[config.mk]
export PLATFORM = sky130hd
export DESIGN_NAME = ram64_responder
export DESIGN_NICKNAME = d
export VERILOG_FILES = /design/src/rtl/ram_pkg.sv /design/src/rtl/ram64_array.sv /design/src/rtl/ram64_responder.sv
export SDC_FILE = /design/constraint.sdc
export NUM_CORES = 1
export LEC_CHECK = 0
export CAP_MARGIN = 30
export CORE_MARGIN = 2
export CORE_UTILIZATION = 45
export DETAILED_ROUTE_END_ITERATION = 16
export PLACE_DENSITY = 0.59
export SETUP_SLACK_MARGIN = 0.5
export SYNTH_ARGS = -nofsm -noshare
export SYNTH_HDL_FRONTEND = slang
export SYNTH_HIERARCHICAL = 1
export SYNTH_SLANG_ARGS = --single-unit
[constraint.sdc]
create_clock -name CLK -period 3.5 [get_ports CLK]
set_clock_uncertainty 0.05 [all_clocks]
set_input_delay 1.05 -clock CLK [delete_from_list [all_inputs] [get_ports CLK]]
set_output_delay 1.05 -clock CLK [all_outputs]
set_load 0.05 [all_outputs]
[src/rtl/ram_pkg.sv]
// rtl/ram_pkg.sv - shared defaults and state type for the ram64 responder slice
//
// Purpose: default geometry for the 64x16 word store and the responder FSM
// state encoding. No ports.

package ram_pkg;

  localparam int RAM_WIDTH  = 16;
  localparam int RAM_DEPTH  = 64;
  localparam int RAM_ADDR_W = 6;

  // INIT: zero-fill sweep in progress; RUN: serving requests
  typedef enum logic {
    INIT = 1'b0,
    RUN  = 1'b1
  } ram_state_t;

endpackage

[src/rtl/ram64_array.sv]
// rtl/ram64_array.sv - DEPTH x WIDTH register array, one sync write port, one comb read port
//
// Ports:
//   CLK    in   write clock (rising edge)
//   we     in   write enable
//   waddr  in   write address
//   wdata  in   write data
//   raddr  in   read address
//   rdata  out  read data, combinational from raddr (pre-edge contents)
// Contents are not reset; the owner clears them by sweeping the write port.

module ram64_array
  import ram_pkg::*;
#(
  parameter int WIDTH  = RAM_WIDTH,
  parameter int DEPTH  = RAM_DEPTH,
  parameter int ADDR_W = RAM_ADDR_W
) (
  input  logic              CLK,
  input  logic              we,
  input  logic [ADDR_W-1:0] waddr,
  input  logic [WIDTH-1:0]  wdata,
  input  logic [ADDR_W-1:0] raddr,
  output logic [WIDTH-1:0]  rdata
);

  logic [WIDTH-1:0] mem [DEPTH];

  always_ff @(posedge CLK) begin
    if (we) begin
      mem[waddr] <= wdata;
    end
  end

  assign rdata = mem[raddr];

endmodule

[src/rtl/ram64_responder.sv]
// rtl/ram64_responder.sv - valid/ready request/response front end for a 64x16 word store
//
// Ports:
//   CLK        in   single clock, rising edge
//   RST        in   asynchronous active-high reset
//   req_valid  in   request present
//   req_ready  out  request accepted this cycle
//   req_write  in   1 = write, 0 = read
//   req_addr   in   word address
//   req_data   in   write data (ignored for reads)
//   rsp_valid  out  response present
//   rsp_ready  in   initiator takes response this cycle
//   rsp_write  out  echo of req_write for the answered request
//   rsp_data   out  read data, or the written data for a write
//   init_done  out  high once the zero-fill sweep has finished

module ram64_responder
  import ram_pkg::*;
#(
  parameter int WIDTH          = RAM_WIDTH,
  parameter int DEPTH          = RAM_DEPTH,
  parameter int ADDR_W         = RAM_ADDR_W,
  parameter int CLEAR_ON_RESET = 1
) (
  input  logic              CLK,
  input  logic              RST,
  input  logic              req_valid,
  output logic              req_ready,
  input  logic              req_write,
  input  logic [ADDR_W-1:0] req_addr,
  input  logic [WIDTH-1:0]  req_data,
  output logic              rsp_valid,
  input  logic              rsp_ready,
  output logic              rsp_write,
  output logic [WIDTH-1:0]  rsp_data,
  output logic              init_done
);

  localparam logic [ADDR_W-1:0] LAST_ADDR = ADDR_W'(DEPTH - 1);

  ram_state_t        state, state_n;
  logic [ADDR_W-1:0] ptr, ptr_n;
  logic              sweep_we;
  logic              accept;

  logic              mem_we;
  logic [ADDR_W-1:0] mem_waddr;
  logic [WIDTH-1:0]  mem_wdata;
  logic [WIDTH-1:0]  rd_data;

  // FSM state and clear pointer
  always_ff @(posedge CLK or posedge RST) begin
    if (RST) begin
      state <= INIT;
      ptr   <= '0;
    end else begin
      state <= state_n;
      ptr   <= ptr_n;
    end
  end

  always_comb begin
    state_n  = state;
    ptr_n    = ptr;
    sweep_we = 1'b0;
    if (state == INIT) begin
      if (CLEAR_ON_RESET != 0) begin
        sweep_we = 1'b1;
        ptr_n    = ptr + 1'b1;
        if (ptr == LAST_ADDR) begin
          state_n = RUN;
        end
      end else begin
        state_n = RUN;
      end
    end
  end

  // A slot frees up in the same cycle the pending response drains, giving
  // one transaction per cycle. Deliberately independent of req_valid.
  assign req_ready = (state == RUN) && (!rsp_valid || rsp_ready);
  assign accept    = req_valid && req_ready;
  assign init_done = (state == RUN);

  // Sweep and request writes never coincide: req_ready is low during INIT.
  assign mem_we    = sweep_we || (accept && req_write);
  assign mem_waddr = sweep_we ? ptr : req_addr;
  assign mem_wdata = sweep_we ? '0 : req_data;

  ram64_array #(
    .WIDTH (WIDTH),
    .DEPTH (DEPTH),
    .ADDR_W(ADDR_W)
  ) u_array (
    .CLK  (CLK),
    .we   (mem_we),
    .waddr(mem_waddr),
    .wdata(mem_wdata),
    .raddr(req_addr),
    .rdata(rd_data)
  );

  // Response register: loads on accept, clears when drained without a new
  // accept, otherwise holds so a stalled response stays stable.
  always_ff @(posedge CLK or posedge RST) begin
    if (RST) begin
      rsp_valid <= 1'b0;
      rsp_write <= 1'b0;
      rsp_data  <= '0;
    end else if (accept) begin
      rsp_valid <= 1'b1;
      rsp_write <= req_write;
      rsp_data  <= req_write ? req_data : rd_data;
    end else if (rsp_ready) begin
      rsp_valid <= 1'b0;
    end
  end

endmodule

==> results.sh, run 1 <==
export IMPL_status="finished, final reports clean"
export IMPL_p_per_area_nw_per_um2=517
export IMPL_power_leakage_nw=13.8
export IMPL_finalMaxSlewViolations=0
export IMPL_hold_path_class="reg2reg"
export IMPL_netlist_area_um2=41200
export IMPL_cp_top_family="multiplexers"
export IMPL_yosysSeqAreaShare_pct=76.2
export IMPL_crit_top_cell="mux2_2"
export IMPL_min_path_cells=1
export IMPL_routabilityCongestion=0.836
export IMPL_die_h_um=307
export IMPL_fin_crit_sh_pct=85.7
export IMPL_synth_cell_type_count=53
export IMPL_cp_num_buf_inv=4
export IMPL_root_buffer="clkbuf_16"
export IMPL_io_buffers=46
export IMPL_diodes=0
export IMPL_rr_worst_depth=8
export IMPL_crit_arrival_ns=3.51
export IMPL_setup_tns_ns=0
export IMPL_nNetsFinal=2290
export IMPL_drc=0
export IMPL_clkTransAtPathRegs_ns=0.06
export IMPL_setup_viol=0
export IMPL_core_area_um2=90400
export IMPL_yosysMostFrequentCell="edfxtp_1"
export IMPL_grt_usage_pct=21.9
export IMPL_critPathKind="in2reg"
export IMPL_synth_seq_cells=1049
export IMPL_num_rows=110
export IMPL_cpMaxStageDelayCell="mux4_2"
export IMPL_drt_pass1_iter_count=5
export IMPL_reg2reg_setup_slack_ns=0.86
export IMPL_totalWireLength_mm=102
export IMPL_overflow=0
export IMPL_nFillCells=6806
export IMPL_via_per_inst=5.81
export IMPL_yosysWarnings=6
export IMPL_ir_drop_uv=394
export IMPL_async_flop_share_pct=2.38
export IMPL_dp_hpwl_mm=64.6
export IMPL_detail_route_antenna_nets=0
export IMPL_path_cells="buf_16 -> buf_12 -> buf_4 -> buf_6 -> mux4_2 -> mux2_2 -> nand2_1 -> nand4_1 -> and4_1 -> mux2_2 -> mux2_2"
export IMPL_worstMarginPinSlew_ns=0.817
export IMPL_synth_fp_nets=1949
export IMPL_r2r_end="u_array/mem[6][0]$_DFFE_PP_"
export IMPL_crit_fanout=8
export IMPL_startpoint_type="input port"
export IMPL_layout_min_cycle_time_ns=3.00
export IMPL_clkLatencyLatePin_ns=0.68
export IMPL_dieArea_um2=94000
export IMPL_h_tree_depth=3
export IMPL_design_area_um2=49700
export IMPL_hold_buffers=0
export IMPL_synth_common_cells="1024 x edfxtp_1, 220 x mux4_2, 85 x mux2i_1"
export IMPL_synth_area_leaders="edfxtp_1 75%, mux4_2 12%, mux2i_1 2.1%, dfrtp_1 1.5%, mux2_2 1.4%"
export IMPL_rsz0062_at_grt="yes"
export IMPL_cts_buffer_depth=3
export IMPL_r2r_start="init_done$_DFF_PP0_"
export IMPL_synth_edf_count=1024
export IMPL_grt_start_max_net_pins=65
export IMPL_finalPower_mw=25.7
export IMPL_synth_top_area_cell="edfxtp_1"
export IMPL_syn_inst=1921
export IMPL_drive_above_1_share_pct=35.1
export IMPL_place_area_um2=46000
export IMPL_cp_required_ns=4.01
export IMPL_synthFlopType="edfxtp_1"
export IMPL_yosysTopAreaCellShare_pct=74.7
export IMPL_fp_dieW_um=307
export IMPL_fmax_mhz=333
export IMPL_end_kind="flop"
export IMPL_grt_pass1_wl_mm=147
export IMPL_slew_limit_headroom_pct=45.5
export IMPL_syn_to_final_growth_pct=20.7
export IMPL_final_hold_viol_count=0
export IMPL_max_stage_delay_ns=0.52
export IMPL_initial_core_util_pct=45.5
export IMPL_whs_endpoint="rsp_write$_DFFE_PP0P_"
export IMPL_grt_pass1_vias=20635
export IMPL_cts_sinks=1049
export IMPL_cts_tree="done"
export IMPL_post_synth_cell_area_avg_um2=21.4
export IMPL_final_util_pct=55.0
export IMPL_wire_per_inst_um=28.8
export IMPL_drt_iter0_markers=2183
export IMPL_io_pins=47
export IMPL_numCtsBuffers=108
export IMPL_antenna_found_initial=3
export IMPL_hp_start="rsp_write$_DFFE_PP0P_"
export IMPL_vias=20505
export IMPL_cap_viol_max_count=0
[worst max-delay path by stage]
stage                           start                           to  slack, ns  cells past startpoint
after floorplan           req_addr[4]  u_array/mem[1][0]$_DFFE_PP_       0.28                      5
after global placement    req_addr[2]      rsp_data[7]$_DFFE_PP0P_      -0.52                     10
after detailed placement  req_addr[0]     rsp_data[11]$_DFFE_PP0P_      -0.43                     10
after CTS                 req_addr[0]      rsp_data[1]$_DFFE_PP0P_       0.50                     12
after global routing      req_addr[0]      rsp_data[8]$_DFFE_PP0P_       0.47                     10
final                     req_addr[0]      rsp_data[2]$_DFFE_PP0P_       0.50                     11
[metrics by stage]
step / hold slack, ns / std cells / setup WS, ns
floorplan: 0.402 / 1921 / 0.278
global placement: 0.428 / 3317 / -0.516
detailed placement: 0.447 / 3318 / -0.425
CTS: 0.460 / 3527 / 0.503
global route: 0.482 / 3531 / 0.468
finish: 0.462 / 3531 / 0.501
[what timing repair did]
action | CTS | global route
pin swaps | 1 | 3
setup buffers | 6 | 4
endpoints found under the hold margin | 0 | 0
endpoints found under the setup margin | 30 | 30
resized for setup | 29 | 23
[flip-flops by register name, indices dropped and copies added, names as in the netlist]
name	cells
u_array/mem	1024
init_done	1
rsp_valid	1
rsp_data	16
rsp_write	1
ptr	6
[layout by cell type, fill, tap and decap left out, types with 10 or more instances in the layout]
cell,netlist,routed
dfrtp_1,25,24
clkbuf_1,26,25
buf_4,13,190
nor2_1,73,34
and2_2,0,16
nand4_1,12,12
bufinv_16,0,10
nand2_1,62,62
clkinv_1,0,31
mux2_4,17,17
mux2i_1,85,78
clkbuf_16,0,114
clkdlybuf4s50_1,0,21
nand3_1,24,20
mux4_2,220,220
mux2_2,50,50
a21oi_1,17,16
buf_12,6,100
a22oi_1,39,36
dlygate4sd2_1,0,17
clkinv_2,0,16
a221oi_1,16,16
nor2b_1,30,28
nor2_4,0,18
edfxtp_1,1024,1024
nor2_2,2,23
[area by class of cell]
cell class	count	area [µm²]	share of cell area (%)
sequential	1049	31400	63.1
multi-input combinational	760	9370	18.9
timing repair buffer	342	3970	7.99
clock buffer	138	2920	5.88
tap	1176	1470	2.96
clock inverter	65	588	1.18
inverter	1	3.75	0.00755
[kinds of logic after synthesis]
kind of cell / Yosys count / synth area share [%]
flops: 1049 / 76.2
mux: 376 / 16.3
simple gates: 247 / 3.01
compound gates: 131 / 2.39
buf+inv: 112 / 1.95
xor+xnor: 5 / 0.106
fa+ha+maj: 1 / 0.0304
[layer usage]
layer  vias up  track usage [%]  routed length [µm]
li1       8710                -                   -
met1     10880             31.3               43300
met2       761             33.8               47600
met3       154             4.92                7700
met4         0             6.61                2970
met5         -                0                   0
[where the power goes]
group	switching [mW]	leakage [nW]	internal [mW]
logic	0.429	4.66	0.380
clock network	4.68	1.69	6.61
registers	0	7.46	13.6
[worst register-to-register path, delay by kind of cell, from the launching register on]
kind,cells,cell delay (ns)
buffers and inverters,2,0.48
AO/OA/AOI/OAI,1,0.20
AND/OR/NAND/NOR,5,1.07
flip-flops,1,0.52
(Power assumes the default switching activity.)
==> run 2, diff against run 1 <==
Settings changed: ABC_AREA set to 1.
==> results.sh, run 2 <==
export IMPL_post_synth_cell_area_avg_um2=11.6
export IMPL_cts_buffer_depth=3
export IMPL_final_hold_viol_count=0
export IMPL_io_buffers=46
export IMPL_detail_route_antenna_nets=0
export IMPL_root_buffer="clkbuf_16"
export IMPL_pwr_share_clk_pct=43.4
export IMPL_async_flop_share_pct=2.38
export IMPL_synth_seq_cells=1049
export IMPL_p_seq_share_pct=50.7
export IMPL_grt_pass1_vias=26744
export IMPL_grt_pass1_wl_mm=175
export IMPL_synth_cell_type_count=24
export IMPL_p_sw_share_pct=22.1
export IMPL_setup_tns_ns=0
export IMPL_synthAdderAreaFrac_pct=0.0289
export IMPL_max_stage_delay_ns=0.82
export IMPL_diodes=0
export IMPL_yosysWarnings=6
export IMPL_numCtsBuffers=107
export IMPL_initial_core_util_pct=45.4
export IMPL_h_tree_depth=3
export IMPL_vias=28664
export IMPL_cp_num_buf_inv=1
export IMPL_core_area_um2=95200
export IMPL_power_leakage_nw=18.0
export IMPL_end_kind="output pin"
export IMPL_io_pins=47
export IMPL_whs_endpoint="rsp_data[1]$_DFFE_PP0P_"
export IMPL_path_cells="clkdlybuf4s50_1"
export IMPL_cp_top_family="buffers and inverters"
export IMPL_cap_viol_max_count=0
export IMPL_rsz0062_at_grt="no"
export IMPL_place_ws_ns=-0.0169
export IMPL_num_rows=113
export IMPL_drive_above_1_share_pct=11.7
export IMPL_finalMaxSlewViolations=0
export IMPL_fp_dieW_um=314
export IMPL_critPathKind="reg2out"
export IMPL_cp_required_ns=2.40
export IMPL_r2r_start="init_done$_DFF_PP0_"
export IMPL_setup_viol=0
export IMPL_yosysTopAreaCellShare_pct=71.1
export IMPL_syn_inst=3721
export IMPL_largest_register="u_array/mem"
export IMPL_crit_arrival_ns=1.85
export IMPL_p_comb_share_pct=5.9
export IMPL_drt_pass1_iter_count=6
export IMPL_dieArea_um2=98600
export IMPL_clkLatencyLatePin_ns=0.68
export IMPL_cts_sinks=1049
export IMPL_dp_hpwl_mm=69.6
export IMPL_final_util_pct=53.2
export IMPL_wire_per_inst_um=22.6
export IMPL_cts_tree="done"
export IMPL_yosysSeqAreaShare_pct=72.5
export IMPL_synth_common_cells="1384 x nand2_1, 1024 x edfxtp_1, 891 x nand3_1"
export IMPL_syn_to_final_growth_pct=17.1
export IMPL_finalNonFillerCells=5201
export IMPL_status="finished, final reports clean"
export IMPL_dp_cells=5002
export IMPL_p_per_area_nw_per_um2=529
export IMPL_grt_start_max_net_pins=98
export IMPL_drc=0
export IMPL_synth_compound_area_share_pct=0.284
export IMPL_antenna_found_initial=0
export IMPL_synthFlopType="edfxtp_1"
export IMPL_fmax_mhz=339
export IMPL_yosys_area_share_simple_pct=23.2
export IMPL_hp_start="rsp_data[1]$_DFFE_PP0P_"
export IMPL_layout_min_cycle_time_ns=2.95
export IMPL_die_h_um=314
export IMPL_startpoint_type="flop"
export IMPL_worstMarginPinSlew_ns=0.837
export IMPL_hold_ws_ns=0.435
export IMPL_synth_area_leaders="edfxtp_1 71%, nand2_1 12%, nand3_1 10%, dfrtp_1 1.4%, buf_2 1.4%"
export IMPL_via_per_inst=5.51
export IMPL_totalWireLength_mm=117
export IMPL_final_common_cell="nand2_1"
export IMPL_slew_limit_headroom_pct=43.6
export IMPL_min_path_cells=2
export IMPL_rr_worst_depth=8
export IMPL_synth_xor_area_share_pct=0.0405
export IMPL_cpMaxStageDelayCell="clkdlybuf4s50_1"
export IMPL_synth_top_family_by_area="simple AND/OR/NAND/NOR gates"
export IMPL_muxShareOfSynthArea_pct=0
export IMPL_netlist_area_um2=43200
export IMPL_final_cell_mix="1384 x nand2_1, 1024 x edfxtp_1, 890 x nand3_1, 108 x clkbuf_16, 107 x buf_12"
export IMPL_ir_drop_uv=466
export IMPL_synth_edf_count=1024
export IMPL_nNetsFinal=3874
export IMPL_intPower_mw=20.9
export IMPL_routabilityCongestion=0.867
export IMPL_hold_path_class="reg2reg"
export IMPL_grt_usage_pct=23.8
export IMPL_crit_fanout=2
export IMPL_overflow=0
export IMPL_yosysMostFrequentCell="nand2_1"
export IMPL_clkTransAtPathRegs_ns=0.06
export IMPL_fin_crit_sh_pct=84.4
export IMPL_finalWorstSetupSlack_ns=0.547
export IMPL_r2r_end="u_array/mem[11][2]$_DFFE_PP_"
export IMPL_reg2reg_setup_slack_ns=0.73
export IMPL_drt_iter0_markers=3126
export IMPL_nFillCells=7982
export IMPL_synth_fp_nets=3749
export IMPL_netSwitchingPower_mw=5.94
export IMPL_hold_buffers=0
export IMPL_largest_reg_flops=1024
export IMPL_reg_largest_list="u_array/mem x1024, rsp_data x16, ptr x6"
export IMPL_synth_top_area_cell="edfxtp_1"
run 2: cell types whose count changed after synthesis, moves of 50 or more:
cell,change
nand2_1,+1322
nand3_1,+867
mux4_2,-220
mux2i_1,-85
buf_2,+81
inv_1,+51
mux2_2,-50
run 2: logic make-up after synthesis:
| group | count (synthesis) |
|---|---|
| xor+xnor | 2 |
| simple gates | 2354 |
| flops | 1049 |
| fa+ha+maj | 1 |
| compound gates | 24 |
| buf+inv | 291 |
run 2: per-layer routing:
metal  vias up  GRT usage (%)  routed length, µm
li1      13268              -                  -
met1     14114           35.6              52100
met4         0           7.35               2840
met5         -              0                  0
met2      1144           35.8              52900
met3       138           4.06               9650
run 2: repair_timing:
action | CTS | global route
resized for setup | 10 | 5
setup buffers | 0 | 0
setup endpoints to repair | 10 | 5
run 2: area by class of cell:
class / count / area [µm²] / area share, %
Clock buffer: 127 / 2790 / 5.51
Clock inverter: 72 / 807 / 1.59
Inverter: 56 / 248 / 0.489
Multi-Input combinational cell: 2381 / 10500 / 20.8
Sequential cell: 1049 / 31400 / 61.9
Tap cell: 1265 / 1580 / 3.12
Timing Repair Buffer: 251 / 3340 / 6.59
run 2: stage by stage:
step	total power [mW]	instance area, µm²
finish	26.8	50700
global route	27.6	50700
CTS	27.0	50600
detailed placement	15.4	47100
global placement	15.4	47100
floorplan	14.9	43600
run 2: power groups by stage:
stage / sequential (mW) / clock, mW / combinational, mW
after detailed placement: 13.9 / 0 / 1.57
after CTS: 13.6 / 11.8 / 1.57
final: 13.6 / 11.7 / 1.58
after global placement: 13.9 / 0 / 1.55
after global routing: 13.6 / 12.3 / 1.73
after floorplan: 13.9 / 0 / 0.985
run 2: how the worst max path moves through the flow:
stage	startpoint	to	slack [ns]	cells after the start
final	rsp_data[10]$_DFFE_PP0P_	rsp_data[10]	0.55	1
after global routing	rsp_data[4]$_DFFE_PP0P_	rsp_data[4]	0.50	1
after CTS	rsp_data[0]$_DFFE_PP0P_	rsp_data[0]	0.50	1
after detailed placement	req_addr[0]	rsp_data[7]$_DFFE_PP0P_	-0.02	16
after global placement	req_addr[0]	rsp_data[13]$_DFFE_PP0P_	0.06	16
after floorplan	rsp_ready	u_array/mem[48][0]$_DFFE_PP_	0.08	7
